[config.mk]
export PLATFORM = sky130hd
export DESIGN_NAME = ser_par_capture_flat
export DESIGN_NICKNAME = d
export VERILOG_FILES = /design/src/rtl/ser_par_capture_if.sv /design/src/rtl/ser_par_capture.sv /design/src/flat_wrapper.sv
export SDC_FILE = /design/constraint.sdc
export NUM_CORES = 1
export LEC_CHECK = 0
export CORE_MARGIN = 5
export CORE_UTILIZATION = 42
export CTS_CLUSTER_DIAMETER = 200
export CTS_CLUSTER_SIZE = 10
export DETAILED_ROUTE_END_ITERATION = 7
export HOLD_SLACK_MARGIN = 0.08
export PLACE_DENSITY = 0.76
export SLEW_MARGIN = 20
export SYNTH_ARGS = -nofsm -noshare
export SYNTH_HDL_FRONTEND = slang
export SYNTH_SLANG_ARGS = --single-unit
[constraint.sdc]
create_clock -name CLK -period 1.6 [get_ports CLK]
set_input_delay 0.16 -clock CLK [delete_from_list [all_inputs] [get_ports CLK]]
set_output_delay 0.16 -clock CLK [all_outputs]
set_load 0.1 [all_outputs]
[src/rtl/ser_par_capture_if.sv]
// ser_par_capture_if: serial-in / parallel-out bus for ser_par_capture.
// The master drives the serial bit stream and controls. The slave is the
// capture stage, which returns the assembled word and status.
interface ser_par_capture_if #(
    parameter int WIDTH = 8
);
    logic             D;
    logic             D_VLD;
    logic             S;
    logic             CLR;
    logic             OUT_RDY;
    logic [WIDTH-1:0] Q;
    logic [WIDTH-1:0] QBAR;
    logic             OUT_VLD;
    logic             OVR;

    modport master (
        output D, D_VLD, S, CLR, OUT_RDY,
        input  Q, QBAR, OUT_VLD, OVR
    );

    modport slave (
        input  D, D_VLD, S, CLR, OUT_RDY,
        output Q, QBAR, OUT_VLD, OVR
    );
endinterface

[src/rtl/ser_par_capture.sv]
// ser_par_capture: serial-to-parallel capture stage feeding a WIDTH-bit
// set/reset flop bank. Words are presented with a valid/ready handshake.
// Streaming has no bubble: a bit that arrives in the transfer cycle starts
// the next word. The sticky OVR flag records bits that were dropped while a
// word was held. Synchronous CLR has priority over S, and S has priority
// over shifting.
// Optional build macro SER_PAR_LSB_FIRST_EN: shift right (LSB first)
// instead of the default left shift (MSB first).
module ser_par_capture #(
    parameter int WIDTH = 8
) (
    input  logic                CLK,
    input  logic                R,
    ser_par_capture_if.slave    bus
);
    localparam int CNT_W = $clog2(WIDTH + 1);
    localparam logic [CNT_W-1:0] LAST_CNT = CNT_W'(WIDTH - 1);
    localparam logic [CNT_W-1:0] ONE_CNT  = CNT_W'(1);

    typedef enum logic {
        FILL = 1'b0,
        HOLD = 1'b1
    } state_t;

    state_t           r_state;
    logic [WIDTH-1:0] r_q;
    logic [CNT_W-1:0] r_cnt;
    logic             r_ovr;
    logic             r_out_vld;

    state_t           w_state_nxt;
    logic [WIDTH-1:0] w_q_nxt;
    logic [CNT_W-1:0] w_cnt_nxt;
    logic             w_ovr_nxt;
    logic [WIDTH-1:0] w_q_shift;

    // Insert the incoming bit at the end of the word selected by the build.
    function automatic logic [WIDTH-1:0] f_shift(input logic [WIDTH-1:0] q,
                                                 input logic d);
`ifdef SER_PAR_LSB_FIRST_EN
        return {d, q[WIDTH-1:1]};
`else
        return {q[WIDTH-2:0], d};
`endif
    endfunction

    assign w_q_shift = f_shift(r_q, bus.D);

    // Next-state logic. Priority is CLR, then S, then handshake and shift.
    always_comb begin
        w_state_nxt = r_state;
        w_q_nxt     = r_q;
        w_cnt_nxt   = r_cnt;
        w_ovr_nxt   = r_ovr;
        if (bus.CLR) begin
            w_state_nxt = FILL;
            w_q_nxt     = '0;
            w_cnt_nxt   = '0;
            w_ovr_nxt   = 1'b0;
        end else if (bus.S) begin
            w_state_nxt = FILL;
            w_q_nxt     = '1;
            w_cnt_nxt   = '0;
        end else begin
            case (r_state)
                FILL: begin
                    // OUT_RDY has no effect while a word is being collected.
                    if (bus.D_VLD) begin
                        w_q_nxt = w_q_shift;
                        if (r_cnt == LAST_CNT) begin
                            w_cnt_nxt   = '0;
                            w_state_nxt = HOLD;
                        end else begin
                            w_cnt_nxt = r_cnt + 1'b1;
                        end
                    end
                end
                HOLD: begin
                    if (bus.OUT_RDY) begin
                        // The word transfers. A bit arriving in this cycle
                        // becomes the first bit of the next word.
                        w_state_nxt = FILL;
                        if (bus.D_VLD) begin
                            w_q_nxt   = w_q_shift;
                            w_cnt_nxt = ONE_CNT;
                        end
                    end else if (bus.D_VLD) begin
                        // Nowhere to put the bit, so it is lost.
                        w_ovr_nxt = 1'b1;
                    end
                end
                default: begin
                    w_state_nxt = FILL;
                end
            endcase
        end
    end

    // State and datapath registers. OUT_VLD is a registered decode of HOLD.
    always_ff @(posedge CLK or negedge R) begin
        if (!R) begin
            r_state   <= FILL;
            r_q       <= '0;
            r_cnt     <= '0;
            r_ovr     <= 1'b0;
            r_out_vld <= 1'b0;
        end else begin
            r_state   <= w_state_nxt;
            r_q       <= w_q_nxt;
            r_cnt     <= w_cnt_nxt;
            r_ovr     <= w_ovr_nxt;
            r_out_vld <= (w_state_nxt == HOLD);
        end
    end

    assign bus.Q       = r_q;
    assign bus.QBAR    = ~r_q;
    assign bus.OUT_VLD = r_out_vld;
    assign bus.OVR     = r_ovr;
endmodule
[src/flat_wrapper.sv]
// flat-port wrapper written by rule: the top's interface ports become plain ports
module ser_par_capture_flat 
#(
    parameter int WIDTH = 8
)
  (CLK, R, bus_D, bus_D_VLD, bus_S, bus_CLR, bus_OUT_RDY, bus_Q, bus_QBAR, bus_OUT_VLD, bus_OVR);
  ser_par_capture_if #(.WIDTH(WIDTH)) bus_i ();
  input  logic CLK;
  input  logic R;
  input wire logic [$bits(bus_i.D)-1:0] bus_D;
  input wire logic [$bits(bus_i.D_VLD)-1:0] bus_D_VLD;
  input wire logic [$bits(bus_i.S)-1:0] bus_S;
  input wire logic [$bits(bus_i.CLR)-1:0] bus_CLR;
  input wire logic [$bits(bus_i.OUT_RDY)-1:0] bus_OUT_RDY;
  output wire logic [$bits(bus_i.Q)-1:0] bus_Q;
  output wire logic [$bits(bus_i.QBAR)-1:0] bus_QBAR;
  output wire logic [$bits(bus_i.OUT_VLD)-1:0] bus_OUT_VLD;
  output wire logic [$bits(bus_i.OVR)-1:0] bus_OVR;
  assign bus_i.D = bus_D;
  assign bus_i.D_VLD = bus_D_VLD;
  assign bus_i.S = bus_S;
  assign bus_i.CLR = bus_CLR;
  assign bus_i.OUT_RDY = bus_OUT_RDY;
  assign bus_Q = bus_i.Q;
  assign bus_QBAR = bus_i.QBAR;
  assign bus_OUT_VLD = bus_i.OUT_VLD;
  assign bus_OVR = bus_i.OVR;
  ser_par_capture #(.WIDTH(WIDTH)) u_core (.CLK(CLK), .R(R), .bus(bus_i));
endmodule
=== Yosys cells after proc, flatten, opt, wreduce, memory -nomap -nowiden ===
Index checks and enable logic that the tools add are counted.

* Flip-flop bits (word level): 14
* Bits of input ports: 7
* Output and inout bits: 18
* Logic and storage cells: 40

* Add/subtract/negate cells: 1
* Eq/ne operators: 6
* Mux-type cells: 23
* Bitwise logic cells: 2
* Reduce and logical (&&, ||, !) cells: 4

{| class="wikitable"
|+ Operator list
! cell !! count
|-
| two-way mux 8 bit || 4
|-
| two-way mux 4 bit || 6
|-
| case mux 8 bit (2 select lines) || 1
|-
| != test 4 bit (second input constant) || 3
|-
| two-way mux 1 bit || 10
|-
| inverter 8 bit || 1
|-
| case mux 4 bit (2 select lines) || 1
|-
| adder 4 x 1 -> 4 bit (second input constant) || 1
|-
| equality test 4 x 3 -> 1 bit (second input constant) || 1
|-
| AND reduction 4 bit || 1
|-
| nonzero test 2 bit || 2
|-
| AND reduction 3 bit || 1
|-
| != test 2 x 1 -> 1 bit (second input constant) || 1
|-
| != test 2 bit (second input constant) || 1
|-
| case mux 1 bit (2 select lines) || 1
|-
| inverter 1 bit || 1
|}

=== Depth between registers and ports, before layout ===
* Word-level depth: 6
* Mapped depth: 4
* Gate-level depth less buffers: 4

=== Worst setup path after synthesis ===
Ideal clock, no wire load.

* Path type: flip-flop to output port
* Start: register u_core.r_q[0], in the netlist u_core.bus.Q[0]
* End: output port bus_QBAR[0]
* Arrival time: 1.596 ns
* Required time: 1.440 ns
* Path slack: -0.156 ns
* Stages on the path, launching flop included: 2
* Path buffers: 0
* Cells stage by stage: dfrtp_1 inv_1

* Longest elaborated chain between the ends: 1

{| class="wikitable"
|+ Ends and longest elaborated chain
! element !! line !! source
|-
| start: declaration || ser_par_capture.sv:26 || <nowiki>logic [WIDTH-1:0] r_q;</nowiki>
|-
| start signal: assignment || ser_par_capture.sv:109 || <nowiki>r_q <= w_q_nxt;</nowiki>
|-
| inverter 8 bit || ser_par_capture.sv:117 || <nowiki>assign bus.QBAR = ~r_q;</nowiki>
|-
| end: declaration || flat_wrapper.sv:16 || <nowiki>output wire logic [$bits(bus_i.QBAR)-1:0] bus_QBAR;</nowiki>
|}

No other way between the ends.

=== Worst setup path after layout ===
* Start: register u_core.r_cnt[0]
* End: register u_core.r_cnt[3]

* Longest elaborated chain between the ends: 6
* Elaborated cells on any way between the ends: 7
* Those cells by class: 1 x add/sub; 1 x eq/ne; 5 x mux

{| class="wikitable"
|+ Ends and longest elaborated chain
! element !! line !! source
|-
| start: declaration || ser_par_capture.sv:27 || <nowiki>logic [CNT_W-1:0] r_cnt;</nowiki>
|-
| start signal: assignment || ser_par_capture.sv:110 || <nowiki>r_cnt <= w_cnt_nxt;</nowiki>
|-
| adder 4 x 1 -> 4 bit or equality test 4 x 3 -> 1 bit (tied branches) || ser_par_capture.sv:74, ser_par_capture.sv:70 ||
|-
| two-way mux 4 bit * || ser_par_capture.sv:70 || <nowiki>if (r_cnt == LAST_CNT) begin</nowiki>
|-
| two-way mux 4 bit * || ser_par_capture.sv:68 || <nowiki>if (bus.D_VLD) begin</nowiki>
|-
| case mux 4 bit (2 select lines) * || ser_par_capture.sv:65 || <nowiki>case (r_state)</nowiki>
|-
| two-way mux 4 bit * || ser_par_capture.sv:60 || <nowiki>end else if (bus.S) begin</nowiki>
|-
| two-way mux 4 bit * || ser_par_capture.sv:55 || <nowiki>if (bus.CLR) begin</nowiki>
|}

Every way passes the cells marked *; elsewhere a longest branch is shown, timed or not. The select of a mux whose other input is x is not followed.
A chain may end at the register's enable or synchronous reset.

==> impl_results.md <==
* H-tree lvl count at 1
* CTS tree: yes
* GRT Total Usage at 15.8%
* Largest net degree at the start of global routing at 15
* Post-DP HPWL at ~1500 um
* CP delay by family, top: simple AND/OR/NAND/NOR gates
* CTS clk-pin slew, worst paths at 0.09 ns
* Post-CTS setup buffers at 0
* Final count of hold timing violations at 0
* Sw Share at 39.6%
* Comb power frac at between 40% and 50%
* Leakage power at 0.479 nW
* Port-buffer cells at 24
* Skew final at 0.00798 ns
* Synth cell types at 22
* Worst-Margin Slew at 0.614 ns
* Register area share after synthesis at 50.2%
* CP startpoint kind: register
* DR vias at approximately 720
* Synth Area per Inst at just under 9 sq um
* Hold-fix buffers, CTS at 0
* Number of synthesized register bits at 14
* Cell Area, Synth at between 600 and 700 sq um
* Final min period at 1.42 ns
* Maximum root-to-sink buffer count at 2
* Final Cell Area at 1220 sq um
* DRT Wirelength at 1890 um
* Max incr delay on CP at roughly 0.52 ns
* Final setup viols at 0
* Total gr overflow at 0
* Clk sinks at 14
* Max-slew headroom at slightly below 60%
* Die Y-Extent at 50.8 um
* Sequential Area at 362 sq um
* Core area at 1540 sq um
* Cells after Synth at 78
* Antenna-violating nets left at 0
* CTS Root Cell: clkbuf_4
* Area occupied by multi-input gates at 289 sq um
* Number of global-route vias before repair at between 600 and 700
* Path type of the worst min-delay path: input port to async pin
* Post-placement setup slack at 0.0879 ns
* Internal power at around 0.66 mW
* Layout cells sized above 1 at between 40% and 50%
* IO Pins at 25
* Rows at 14
* Net switching power at 0.435 mW
* Resize count post-CTS at 0
* Final Non-Filler Cells at 120
* CP arrival at 1.63 ns
* Crit-path max FO at 4
* Worst-path cell chain: ha_1 > or4_1 > a31oi_1
* Drt first-iter violations at 36
* Skew-Pair Late Insertion Delay at ~0.28 ns
* Post-route DRC violation count at 0
* CP Capture Type: register
* Setup ws final at around 0.18 ns
* Cell Count Post-Placement at ~120
* Die W at 50.8 um
* Final Core Density at around four fifths
* Power per cell area at 902 nW/um^2
* Clock Power Share at 23.1%
* CP bufs+invs at 0
* N_diodes at 0
* Asr flop ratio synth at 100%
* Flop pwr share at 36.9%
* Area Growth Syn to Fin at 74.4%
* Pins Over Slew Limit at 0
* RSZ-0062 raised after global routing: no
* Post-synth EDFFs at 0
* Peak Freq at 702 MHz
* CTS buffer count at 3
* DIE AREA at 2580 sq um
* Commonest non-fill, non-tap cells in the layout: buf_12, o21ai_0, nand3_1, a31oi_1, dfrtp_2
* Total Neg Setup Slack at 0 ns
* Vias/cell at 5.97
* Max-Cap Viols at 0
* Final routed wire length divided by cell count at around 16 um
* Crit path kind: register to register
* Post-synth top flop: dfrtp_1
* First-pass GRT wire length at 3080 um
* Commonest non-fill, non-tap cell in the layout: buf_12
* # fillers at 106
* Cell Area, Placed at 1180 sq um
* Synth Warn # at 0
* Routability cong. at 0.829
* Max IR drop VDD at 539 uV
* Status: complete, no violations
* Overall Power at between 1 and 1.5 mW
* Worst path required time at 1.81 ns
* Tcrit/Tclk final at 89.0%
* Layout net count at 113
* Initial antenna violation count at 0
* WHS at 0.255 ns
* Syn Nets at 86
* Drt pass-1 iters at 4
* Initial Utilization at 45.3%
* Slowest CP cell: or4_1
registers in the layout, summed over array words and instances (netlist names):
name            flops
u_core.bus.Q        8
u_core.r_cnt        4
u_core.bus.OVR      1
u_core.r_state      1
area by class of cell:
| class | count | area share (%) |
|---|---|---|
| Clock buffer | 4 | 2.98 |
| Sequential cell | 14 | 29.7 |
| Inverter | 10 | 5.55 |
| Multi-Input combinational cell | 49 | 23.7 |
| Timing Repair Buffer | 27 | 36.4 |
| Tap cell | 16 | 1.64 |
final timing paths:
path / start / end / slack (ns) / depth (start not counted)
max: u_core.r_cnt[0] / u_core.r_cnt[3] / 0.18 / 3
max reg2reg: u_core.r_cnt[0] / u_core.r_cnt[3] / 0.18 / 3
min in group CLK: bus_D / u_core.bus.Q[0] / 0.47 / 3
max in group asynchronous: R / u_core.bus.Q[2] / 0.90 / 1
min: R / u_core.bus.OVR / 0.25 / 1
min reg2reg: u_core.bus.OVR / u_core.bus.OVR / 0.60 / 2
logic make-up after synthesis:
kind of cell    share of synthesized area [%]
simple gates                             19.5
compound gates                           20.1
fa+ha+maj                                1.79
flops                                    50.2
buf+inv                                  8.42
per-layer routing:
layer | global-route usage (%) | routed length [um] | vias up
met1 | 19.6 | 760 | 333
met3 | 4.44 | 126 | 8
li1 | - | - | 330
met4 | 7.66 | 62 | 0
met2 | 24.8 | 936 | 45
met5 | 0 | 0 | -
power groups by stage:
stage | registers, mW | logic, mW | clock network [mW]
after floorplan | 0.509 | 0.159 | 0
after global routing | 0.409 | 0.452 | 0.276
after detailed placement | 0.413 | 0.442 | 0
after CTS | 0.405 | 0.443 | 0.257
after global placement | 0.411 | 0.435 | 0
final | 0.405 | 0.440 | 0.253
synth_stat cells (2+ instances only):
cell	instances	share of area (%)
dfrtp_1	14	50
a31oi_1	10	9.0
nand3_1	10	7.2
o21ai_0	10	7.2
inv_1	9	4.8
a21oi_1	4	2.9
clkbuf_1	3	1.6
and2b_1	2	2.1
nand2_1	2	1.1
nor2_1	2	1.1
(Power assumes the default switching activity.)
